`src/rtl/tela_pkg.sv`:
```
// Shared definitions for the result-screen renderer: FSM encoding,
// victory sprite bitmap and a colour split helper.
package tela_pkg;

  // FSM encoding for the result screen sequencer
  typedef enum logic [1:0] {
    ST_IDLE  = 2'd0,
    ST_SHOW  = 2'd1,
    ST_BLINK = 2'd2
  } state_t;

  // Sprite bitmap is a fixed 11x11 pattern; 4 bits index a row or column
  localparam int unsigned SPR_DIM = 11;
  localparam int unsigned IDX_W   = 4;

  // Frame counter width, wide enough for long show/blink periods
  localparam int unsigned CNT_W = 16;

  // One pixel colour broken into its channels
  typedef struct packed {
    logic [7:0] r;
    logic [7:0] g;
    logic [7:0] b;
  } rgb_t;

  // Victory bitmap, row 0 at the top, bit c of a row is sprite column c
  localparam logic [0:10][10:0] VIC_ROWS = {
    11'h020,  // r0 : col 5
    11'h070,  // r1 : cols 4-6
    11'h0F8,  // r2 : cols 3-7
    11'h1DC,  // r3 : cols 2-4, 6-8
    11'h38E,  // r4 : cols 1-3, 7-9
    11'h7FF,  // r5 : full row
    11'h7FF,  // r6
    11'h7FF,  // r7
    11'h7FF,  // r8
    11'h104,  // r9 : cols 2, 8
    11'h104   // r10: cols 2, 8
  };

  // Split a packed {R,G,B} colour into channels
  function automatic rgb_t split_rgb(input logic [23:0] c);
    rgb_t o;
    o.r = c[23:16];
    o.g = c[15:8];
    o.b = c[7:0];
    return o;
  endfunction

endpackage

```
`src/rtl/sprite_rom.sv`:
```
// Sprite bitmap lookup; defeat (mode=1) reads the victory rows upside down.
module sprite_rom
  import tela_pkg::*;
(
  input  logic             mode,
  input  logic [IDX_W-1:0] row,
  input  logic [IDX_W-1:0] col,
  output logic             pix_bit
);

  logic [IDX_W-1:0] row_eff_s;

  // Vertical mirroring for the defeat pattern
  always_comb begin
    row_eff_s = row;
    if (mode) begin
      row_eff_s = IDX_W'(SPR_DIM - 1) - row;
    end else begin
      row_eff_s = row;
    end
  end

  // Bitmap read, anything outside the 11x11 grid is clear
  always_comb begin
    pix_bit = 1'b0;
    if ((row <= IDX_W'(SPR_DIM - 1)) && (col <= IDX_W'(SPR_DIM - 1))) begin
      pix_bit = VIC_ROWS[row_eff_s][col];
    end else begin
      pix_bit = 1'b0;
    end
  end

endmodule

```
`src/rtl/tela_resultado.sv`:
```
// End-of-match result screen: draws a scaled victory/defeat sprite,
// holds it solid for a number of frames and then blinks it.
// Pixel path is two registered stages from h/v_counter to R/G/B.
module tela_resultado
  import tela_pkg::*;
#(
  parameter int unsigned SCALE        = 6,
  parameter int unsigned SPR_W        = 11,
  parameter int unsigned SPR_H        = 11,
  parameter int unsigned POS_X        = 400,
  parameter int unsigned POS_Y        = 250,
  parameter int unsigned SHOW_FRAMES  = 120,
  parameter int unsigned BLINK_FRAMES = 30,
  parameter logic [23:0] FG_VIC       = 24'hFFFFFF,
  parameter logic [23:0] FG_DEF       = 24'hFF0000,
  parameter logic [23:0] BG           = 24'h000000
) (
  input  logic       clk,
  input  logic       reset,
  input  logic       enable,
  input  logic       mode,
  input  logic [9:0] h_counter,
  input  logic [9:0] v_counter,
  output logic [7:0] R,
  output logic [7:0] G,
  output logic [7:0] B,
  output logic       active
);

  localparam int unsigned X_END = POS_X + SPR_W * SCALE;
  localparam int unsigned Y_END = POS_Y + SPR_H * SCALE;

  // ---------------- frame tick ----------------
  logic origin_s;
  logic origin_r;
  logic tick_s;

  assign origin_s = (h_counter == 10'd0) && (v_counter == 10'd0);
  assign tick_s   = origin_s && !origin_r;

  // Remember last clk's origin condition so a held origin yields one tick
  always_ff @(posedge clk) begin
    if (reset) begin
      origin_r <= 1'b0;
    end else begin
      origin_r <= origin_s;
    end
  end

  // ---------------- sequencer ----------------
  state_t           state_r;
  state_t           state_n;
  logic [CNT_W-1:0] frame_cnt_r;
  logic [CNT_W-1:0] frame_cnt_n;
  logic             vis_r;
  logic             vis_n;
  logic             mode_r;
  logic             mode_n;
  logic             active_r;

  // Next-state logic; dropping enable always wins over a tick
  always_comb begin
    state_n     = state_r;
    frame_cnt_n = frame_cnt_r;
    vis_n       = vis_r;
    mode_n      = mode_r;
    case (state_r)
      ST_IDLE: begin
        frame_cnt_n = {CNT_W{1'b0}};
        vis_n       = 1'b0;
        if (tick_s && enable) begin
          state_n = ST_SHOW;
          mode_n  = mode;
        end else begin
          state_n = ST_IDLE;
        end
      end
      ST_SHOW: begin
        if (!enable) begin
          state_n     = ST_IDLE;
          frame_cnt_n = {CNT_W{1'b0}};
          vis_n       = 1'b0;
        end else if (tick_s) begin
          if (frame_cnt_r == CNT_W'(SHOW_FRAMES - 1)) begin
            state_n     = ST_BLINK;
            frame_cnt_n = {CNT_W{1'b0}};
            vis_n       = 1'b0;
          end else begin
            frame_cnt_n = frame_cnt_r + CNT_W'(1);
          end
        end else begin
          state_n = ST_SHOW;
        end
      end
      ST_BLINK: begin
        if (!enable) begin
          state_n     = ST_IDLE;
          frame_cnt_n = {CNT_W{1'b0}};
          vis_n       = 1'b0;
        end else if (tick_s) begin
          if (frame_cnt_r == CNT_W'(BLINK_FRAMES - 1)) begin
            frame_cnt_n = {CNT_W{1'b0}};
            vis_n       = !vis_r;
          end else begin
            frame_cnt_n = frame_cnt_r + CNT_W'(1);
          end
        end else begin
          state_n = ST_BLINK;
        end
      end
      default: begin
        state_n     = ST_IDLE;
        frame_cnt_n = {CNT_W{1'b0}};
        vis_n       = 1'b0;
      end
    endcase
  end

  // Sequencer state registers
  always_ff @(posedge clk) begin
    if (reset) begin
      state_r     <= ST_IDLE;
      frame_cnt_r <= {CNT_W{1'b0}};
      vis_r       <= 1'b0;
      mode_r      <= 1'b0;
    end else begin
      state_r     <= state_n;
      frame_cnt_r <= frame_cnt_n;
      vis_r       <= vis_n;
      mode_r      <= mode_n;
    end
  end

  // active trails the state by one clk
  always_ff @(posedge clk) begin
    if (reset) begin
      active_r <= 1'b0;
    end else begin
      active_r <= (state_r != ST_IDLE);
    end
  end

  assign active = active_r;

  // ---------------- pixel stage 1: window and sprite coordinates ----------------
  logic [31:0]      h_ext_s;
  logic [31:0]      v_ext_s;
  logic             win_s;
  logic [IDX_W-1:0] col_s;
  logic [IDX_W-1:0] row_s;
  logic             win_r;
  logic [IDX_W-1:0] col_r;
  logic [IDX_W-1:0] row_r;

  assign h_ext_s = {22'd0, h_counter};
  assign v_ext_s = {22'd0, v_counter};

  // Window test (lower bound inclusive, upper exclusive) and scaled coordinates
  always_comb begin
    win_s = (h_ext_s >= 32'(POS_X)) && (h_ext_s < 32'(X_END)) &&
            (v_ext_s >= 32'(POS_Y)) && (v_ext_s < 32'(Y_END));
    col_s = {IDX_W{1'b0}};
    row_s = {IDX_W{1'b0}};
    if (win_s) begin
      col_s = IDX_W'((h_ext_s - 32'(POS_X)) / 32'(SCALE));
      row_s = IDX_W'((v_ext_s - 32'(POS_Y)) / 32'(SCALE));
    end else begin
      col_s = {IDX_W{1'b0}};
      row_s = {IDX_W{1'b0}};
    end
  end

  // Stage 1 registers
  always_ff @(posedge clk) begin
    if (reset) begin
      win_r <= 1'b0;
      col_r <= {IDX_W{1'b0}};
      row_r <= {IDX_W{1'b0}};
    end else begin
      win_r <= win_s;
      col_r <= col_s;
      row_r <= row_s;
    end
  end

  // ---------------- pixel stage 2: lookup and colour select ----------------
  logic rom_bit_s;
  logic pix_on_s;
  rgb_t fg_s;
  rgb_t rgb_r;

  sprite_rom u_rom (
    .mode    (mode_r),
    .row     (row_r),
    .col     (col_r),
    .pix_bit (rom_bit_s)
  );

  // Visibility uses the state as it stands this clk; latched mode picks the colour
  always_comb begin
    pix_on_s = 1'b0;
    fg_s     = split_rgb(FG_VIC);
    if (mode_r) begin
      fg_s = split_rgb(FG_DEF);
    end else begin
      fg_s = split_rgb(FG_VIC);
    end
    if (state_r == ST_IDLE) begin
      pix_on_s = 1'b0;
    end else begin
      pix_on_s = win_r && rom_bit_s && ((state_r == ST_SHOW) || vis_r);
    end
  end

  // Stage 2 output register
  always_ff @(posedge clk) begin
    if (reset) begin
      rgb_r <= split_rgb(BG);
    end else if (pix_on_s) begin
      rgb_r <= fg_s;
    end else begin
      rgb_r <= split_rgb(BG);
    end
  end

  assign R = rgb_r.r;
  assign G = rgb_r.g;
  assign B = rgb_r.b;

endmodule
```
`config.mk`:
```
export PLATFORM = sky130hd
export DESIGN_NAME = tela_resultado
export DESIGN_NICKNAME = d
export VERILOG_FILES = /design/src/rtl/tela_pkg.sv /design/src/rtl/sprite_rom.sv /design/src/rtl/tela_resultado.sv
export SDC_FILE = /design/constraint.sdc
export NUM_CORES = 1
export LEC_CHECK = 0
export ABC_AREA = 1
export CORE_ASPECT_RATIO = 1.4
export CORE_UTILIZATION = 52
export CTS_CLUSTER_SIZE = 8
export DETAILED_ROUTE_END_ITERATION = 6
export PLACE_DENSITY = 0.78
export SLEW_MARGIN = 0
export SYNTH_ARGS = -nofsm -noshare
export SYNTH_HDL_FRONTEND = slang
export SYNTH_SLANG_ARGS = --single-unit
```
`constraint.sdc`:
```
create_clock -name clk -period 4.7 [get_ports clk]
set_input_delay 0.47 -clock clk [delete_from_list [all_inputs] [get_ports clk]]
set_output_delay 0.47 -clock clk [all_outputs]
set_load 0.02 [all_outputs]
```
# Yosys cells after proc, flatten, opt, wreduce, memory -nomap -nowiden
# Memories as Yosys holds them, arrays and structs flattened.
# Index checks and enable logic that the tools add are counted.
# word_totals
mem_bits_rw	0
latchBits	0
regBits	55
inputBits	24
rom_bits	176
output_inout_bits	25
n_memories	1
# classes
magnitude_cmp	8
n_eq_ne	10
n_bitwise	3
n_reduce_logical	22
div_mod_pow	2
n_mul	0
n_shift	0
n_mux	29
n_addsub	4
# memory_table
name	depth	word_bits	read_ports	rd_clocked_by_memory_dff	wr	line	source
(no name shown)	16	11	1	0	0	sprite_rom.sv:27	pix_bit = VIC_ROWS[row_eff_s][col];
# op_table
op	n
$mux W16	7
$div A32 B3 Y32 const B	2
$pmux W16 S2	1
$mux W11	2
$logic_not A10 Y1	2
$lt A10 B9 Y1 const B	2
$add A16 B1 Y16 const B	1
$eq A16 B5 Y1 const B	1
$eq A16 B7 Y1 const B	1
$ne A3 B3 Y1 const B	5
$sub A10 B8 Y11 const B	1
$sub A10 B9 Y11 const B	1
$ge A10 B8 Y1 const B	1
$ge A10 B9 Y1 const B	1
$mux W1	10
$mux W2	5
$logic_and A1 B1 Y1	9
$le A4 B4 Y1 const B	2
$pmux W2 S3	1
$reduce_and A2 Y1	3
$ge A5 B5 Y1 const B	1
$lt A4 B5 Y1 const B	1
$not A4 Y5	1
$bmux W1 S4	1
other kinds (13)	16

# Depth between registers and ports, before layout
# logic_depth
ltp_word	14
ltp_mapped	50
depth_no_buf	50

# Modules after synthesis
# From an unflattened synthesis, not the netlist that was laid out.
# unflattened
hier_cells	658
hier_area_um2	3980.1
# modules_own_cells
mod	area_per_inst_um2	cells_each	seq_area_each_um2	instances
tela_resultado	3713.6	604	660.6	1
sprite_rom	266.5	54	0.0	1

# Worst setup path after synthesis
# OpenSTA, ideal clock, no wires.
# synth_timing
path_kind	in2reg
from	input v_counter[1]
to	register row_r[0]
cell_stages	45
setup_time_ns	0.120
t_required_ns	4.580
arrival_ns	4.292
slack_ns	0.287
cell_sequence	inv_1 > ha_1 > inv_1 > nand2_1 > nand2_1 > nand4_1 > nor2_1 > nand2_1 > nand2_1 > and3_2 > nand3_2 > nand2_4 > nand2_2 > nand2_1 > nand2_2 > clkinv_1 > nand4_2 > nand2_4 > [... 9 more ...] > nand2_2 > nand2_2 > nor2_4 > nand2_2 > nand3_4 > nand2_2 > nand2_2 > nand2_4 > nand3_1 > nand2_1 > inv_1 > nand2_1 > nor2_2 > nand2_2 > nand2_1 > nand3_1 > nand2_1 > a21oi_2
# synth_between
elab_chain_len	5
elab_cells_between_ends	8
# synth_rtl
element	line	source
start: declaration	tela_resultado.sv:23	input logic [9:0] v_counter,
branches (longest 5 deep; another with $div A32 B3 Y32)	-	
end signal: assignment	tela_resultado.sv:178	row_r <= {IDX_W{1'b0}};
end signal: assignment	tela_resultado.sv:182	row_r <= row_s;
end: declaration	tela_resultado.sv:153	logic [IDX_W-1:0] row_r;
# Parallel ways; which one is timed is not known.
# A chain may end at the register's enable or synchronous reset.

# Final worst setup path
# layout_timing
from	input v_counter[4]
to	register row_r[0]
# The elaborated chain is that of the path after synthesis.

==> metrics.md <==
| Metric | Value |
|---|---|
| TNS Setup | `-468 ps` |
| Final min period | `slightly below 5000 ps` |
| Via count | `4739` |
| Via density | `about 5.5` |
| HP Class | `reg2reg` |
| Met1 GRT Util | `between 20 and 30%` |
| Placed Instance Area | `between 4000 and 5000 um2` |
| Synthesized area | `roughly 3900 um2` |
| Remaining antenna violation count | `0` |
| GRT met3 Usage | `under 10%` |
| CP startpoint kind | `primary input` |
| Setup WS pre-CTS | `-744 ps` |
| Grt total ovfl | `0` |
| Gr busiest metal | `met2` |
| Final Hold Fails | `0` |
| Die X | `roughly 76 um` |
| Worst flop-to-flop path startpoint | `state_r[0]` |
| Core area | `about 7400 um2` |
| Synth-to-Final Area Change | `44.3%` |
| Area taken by multi-input logic gates | `between 3000 and 4000 um2` |
| DRC Markers | `0` |
| First-pass GRT wire length | `roughly 19 mm` |
| Worst-path maximum fanout | `7` |
| Total GRT Usage | `29.5%` |
| Largest cells by area after synthesis | `dfxtp_1, nand2_1, inv_1, nand3_1, nand2_2` |
| Maximum buffer depth of the clock tree | `2` |
| Met2 usage | `about 57%` |
| Req. time, crit path | `4920 ps` |
| Util after Layout | `77.2%` |
| Synth top area share | `approximately 17%` |
| List of most frequent post-synthesis cells | `nand2_1, inv_1, nor2_1` |
| Status | `finished, violations left` |
| FF+latch area | `661 um2` |
| Syn avg cell area | `a little over 6 um2` |
| Peak Freq | `approximately 0.20 GHz` |
| Crit. End Element | `flip-flop` |
| Starting DRT DRC Count | `between 200 and 250` |
| Seq/Total Area, Yosys | `16.8%` |
| Period utilization | `105%` |
| Max Cap Viol | `0` |
| Diode count | `0` |
| Syn Nets | `680` |
| I/O Buffers | `48` |
| Seq cells post-synth | `33` |
| Drt wl/cell | `approximately 14 um` |
| Most instantiated library cell after synthesis | `nand2_1` |
| Failing checks | `negative setup slack` |
| Io pins | `49` |
| Slew HR | `~43%` |
| Worst Path Arrival | `between 5000 and 6000 ps` |
| CTS tree | `yes` |
| Die H | `between 100 and 150 um` |
| H-tree levels | `2` |
| Full die area | `between 7000 and 8000 um2` |
| Distinct cells, synth | `49` |
| Pwr Density | `288 nW/um2` |
| Fin nets | `approximately 810` |
| Filler cells | `~500` |
| CTS Buf Count | `5` |
| Number of enable flip-flop cells after synthesis | `0` |
| Cell mode on critical path | `nand2_1` |
| Worst-margin pin slew | `between 800 and 900 ps` |
| Routability cong. | `0.883` |
| Crit Path Class | `in2reg` |
| Starting density of the core | `between 50% and 60%` |
| RSZ-0062 raised after global routing | `true` |
| Hold Startpoint | `frame_cnt_r[10]` |
| Post-synth top flop | `dfxtp_1` |
| Worst path slowest cell | `clkdlybuf4s15_1` |
| CTS sink count | `33` |
| Post-synth top area cell | `dfxtp_1` |
| Clock latency on the worst-skew pair | `290 ps` |
| Worst Slack Setup Final | `-258 ps` |
| Critical Path Max Stage Delay | `about 290 ps` |
| Syn Inst Count | `~640` |
| Layout cells sized above 1 | `about a third` |
| Final Max Slew Viols | `0` |
| Design area | `roughly 5700 um2` |
| Skew final | `just under 7 ps` |
| P_leak | `2.66 nW` |
| CP startpoint | `v_counter[4]` |
| Row cnt | `37` |
| Final HPWL DP | `8.08 mm` |
| Dpl cells | `829` |
| Worst-path clk slew | `70 ps` |
| Drt pass-1 iters | `5` |
| Peak supply drop | `~0.00023 V` |
| Largest net degree at the start of global routing | `17` |
| YS warnings | `0` |
| Routed WL | `roughly 12 mm` |
| Initial antenna violation count | `0` |
| Asr flop ratio synth | `0%` |
| Root Buffer | `clkbuf_8` |
| Setup Viol. Count Final | `2` |
| Non-filler instance count after layout | `861` |
| Vias in the first global route | `4549` |
-- cell families after synthesis --
logic type / after synthesis / share of synthesized area (%)
simple gates: 382 / 50.5
buf+inv: 125 / 14.2
compound gates: 68 / 10.1
flops: 33 / 16.8
fa+ha+maj: 18 / 5.72
xor+xnor: 12 / 2.67
-- cell usage in the layout (no fill, tap or decap), drive strengths merged, types with 2 or more instances in the layout --
cell | synthesis | routed
a21oi | 24 | 24
clkinv | 4 | 4
xor2 | 10 | 10
nor4 | 9 | 9
o21ai | 23 | 23
buf | 23 | 98
nor2 | 77 | 77
o211ai | 2 | 2
xnor2 | 2 | 2
dfxtp | 33 | 33
nand3b | 4 | 4
bufinv | 0 | 2
nand2 | 182 | 182
or2 | 3 | 3
ha | 18 | 18
o2111ai | 2 | 2
nor3 | 19 | 19
dlygate4sd2 | 0 | 4
clkdlybuf4s50 | 0 | 39
a31oi | 5 | 5
clkbuf | 2 | 5
a211oi | 2 | 2
nand3 | 66 | 66
nand4 | 19 | 19
inv | 96 | 97
-- report_power, final --
group	leakage, nW	internal [mW]	switching [mW]
combinational	2.33	0.433	0.604
clock	0.0681	0.211	0.104
sequential	0.266	0.280	0.000768
-- final cells by class --
cell class,instances,share of cell area (%)
Tap cell,97,2.14
Clock buffer,5,1.21
Multi-Input combinational cell,480,56.0
Clock inverter,3,1.15
Inverter,100,6.81
Timing Repair Buffer,143,21.1
Sequential cell,33,11.6
-- path summary, 6_finish.rpt --
check	end	slack (ps)	depth (start not counted)
max	row_r[0]	-260	42
min	frame_cnt_r[10]	500	2
max reg2reg	frame_cnt_r[14]	2160	14
min reg2reg	frame_cnt_r[10]	500	2
-- metrics by stage --
| step | hold slack, ps | total power [mW] |
|---|---|---|
| after CTS | 504 | 1.44 |
| after global routing | 546 | 1.72 |
| final | 502 | 1.63 |
| after detailed placement | 494 | 1.01 |
| after global placement | 482 | 0.979 |
| after floorplan | 441 | 0.772 |
-- registers in the layout, indices dropped and copies added (netlist names) --
| name | flops |
|---|---|
| R | 1 |
| state_r | 2 |
| row_r | 4 |
| G | 1 |
| mode_r | 1 |
| frame_cnt_r | 16 |
| vis_r | 1 |
| win_r | 1 |
| col_r | 4 |
| active | 1 |
| origin_r | 1 |
-- repair_timing --
item,in CTS,in global routing
pin swaps,40,52
endpoints found under the setup margin,2,4
buffers inserted,16,8
resized for setup,67,73
hold buffers,0,0
-- worst max-delay path: cells and delay by family --
family | cells | cell delay [ps]
simple gates | 34 | 3700
buf+inv | 6 | 700
compound gates | 2 | 290
-- metal layers --
layer  routed length (um)  up-vias
met2                 6780      179
met4                  601        0
li1                     -     2311
met3                  492       68
met5                    0        -
met1                 4220     2181
Note: power is estimated with default switching activity, not from simulation.
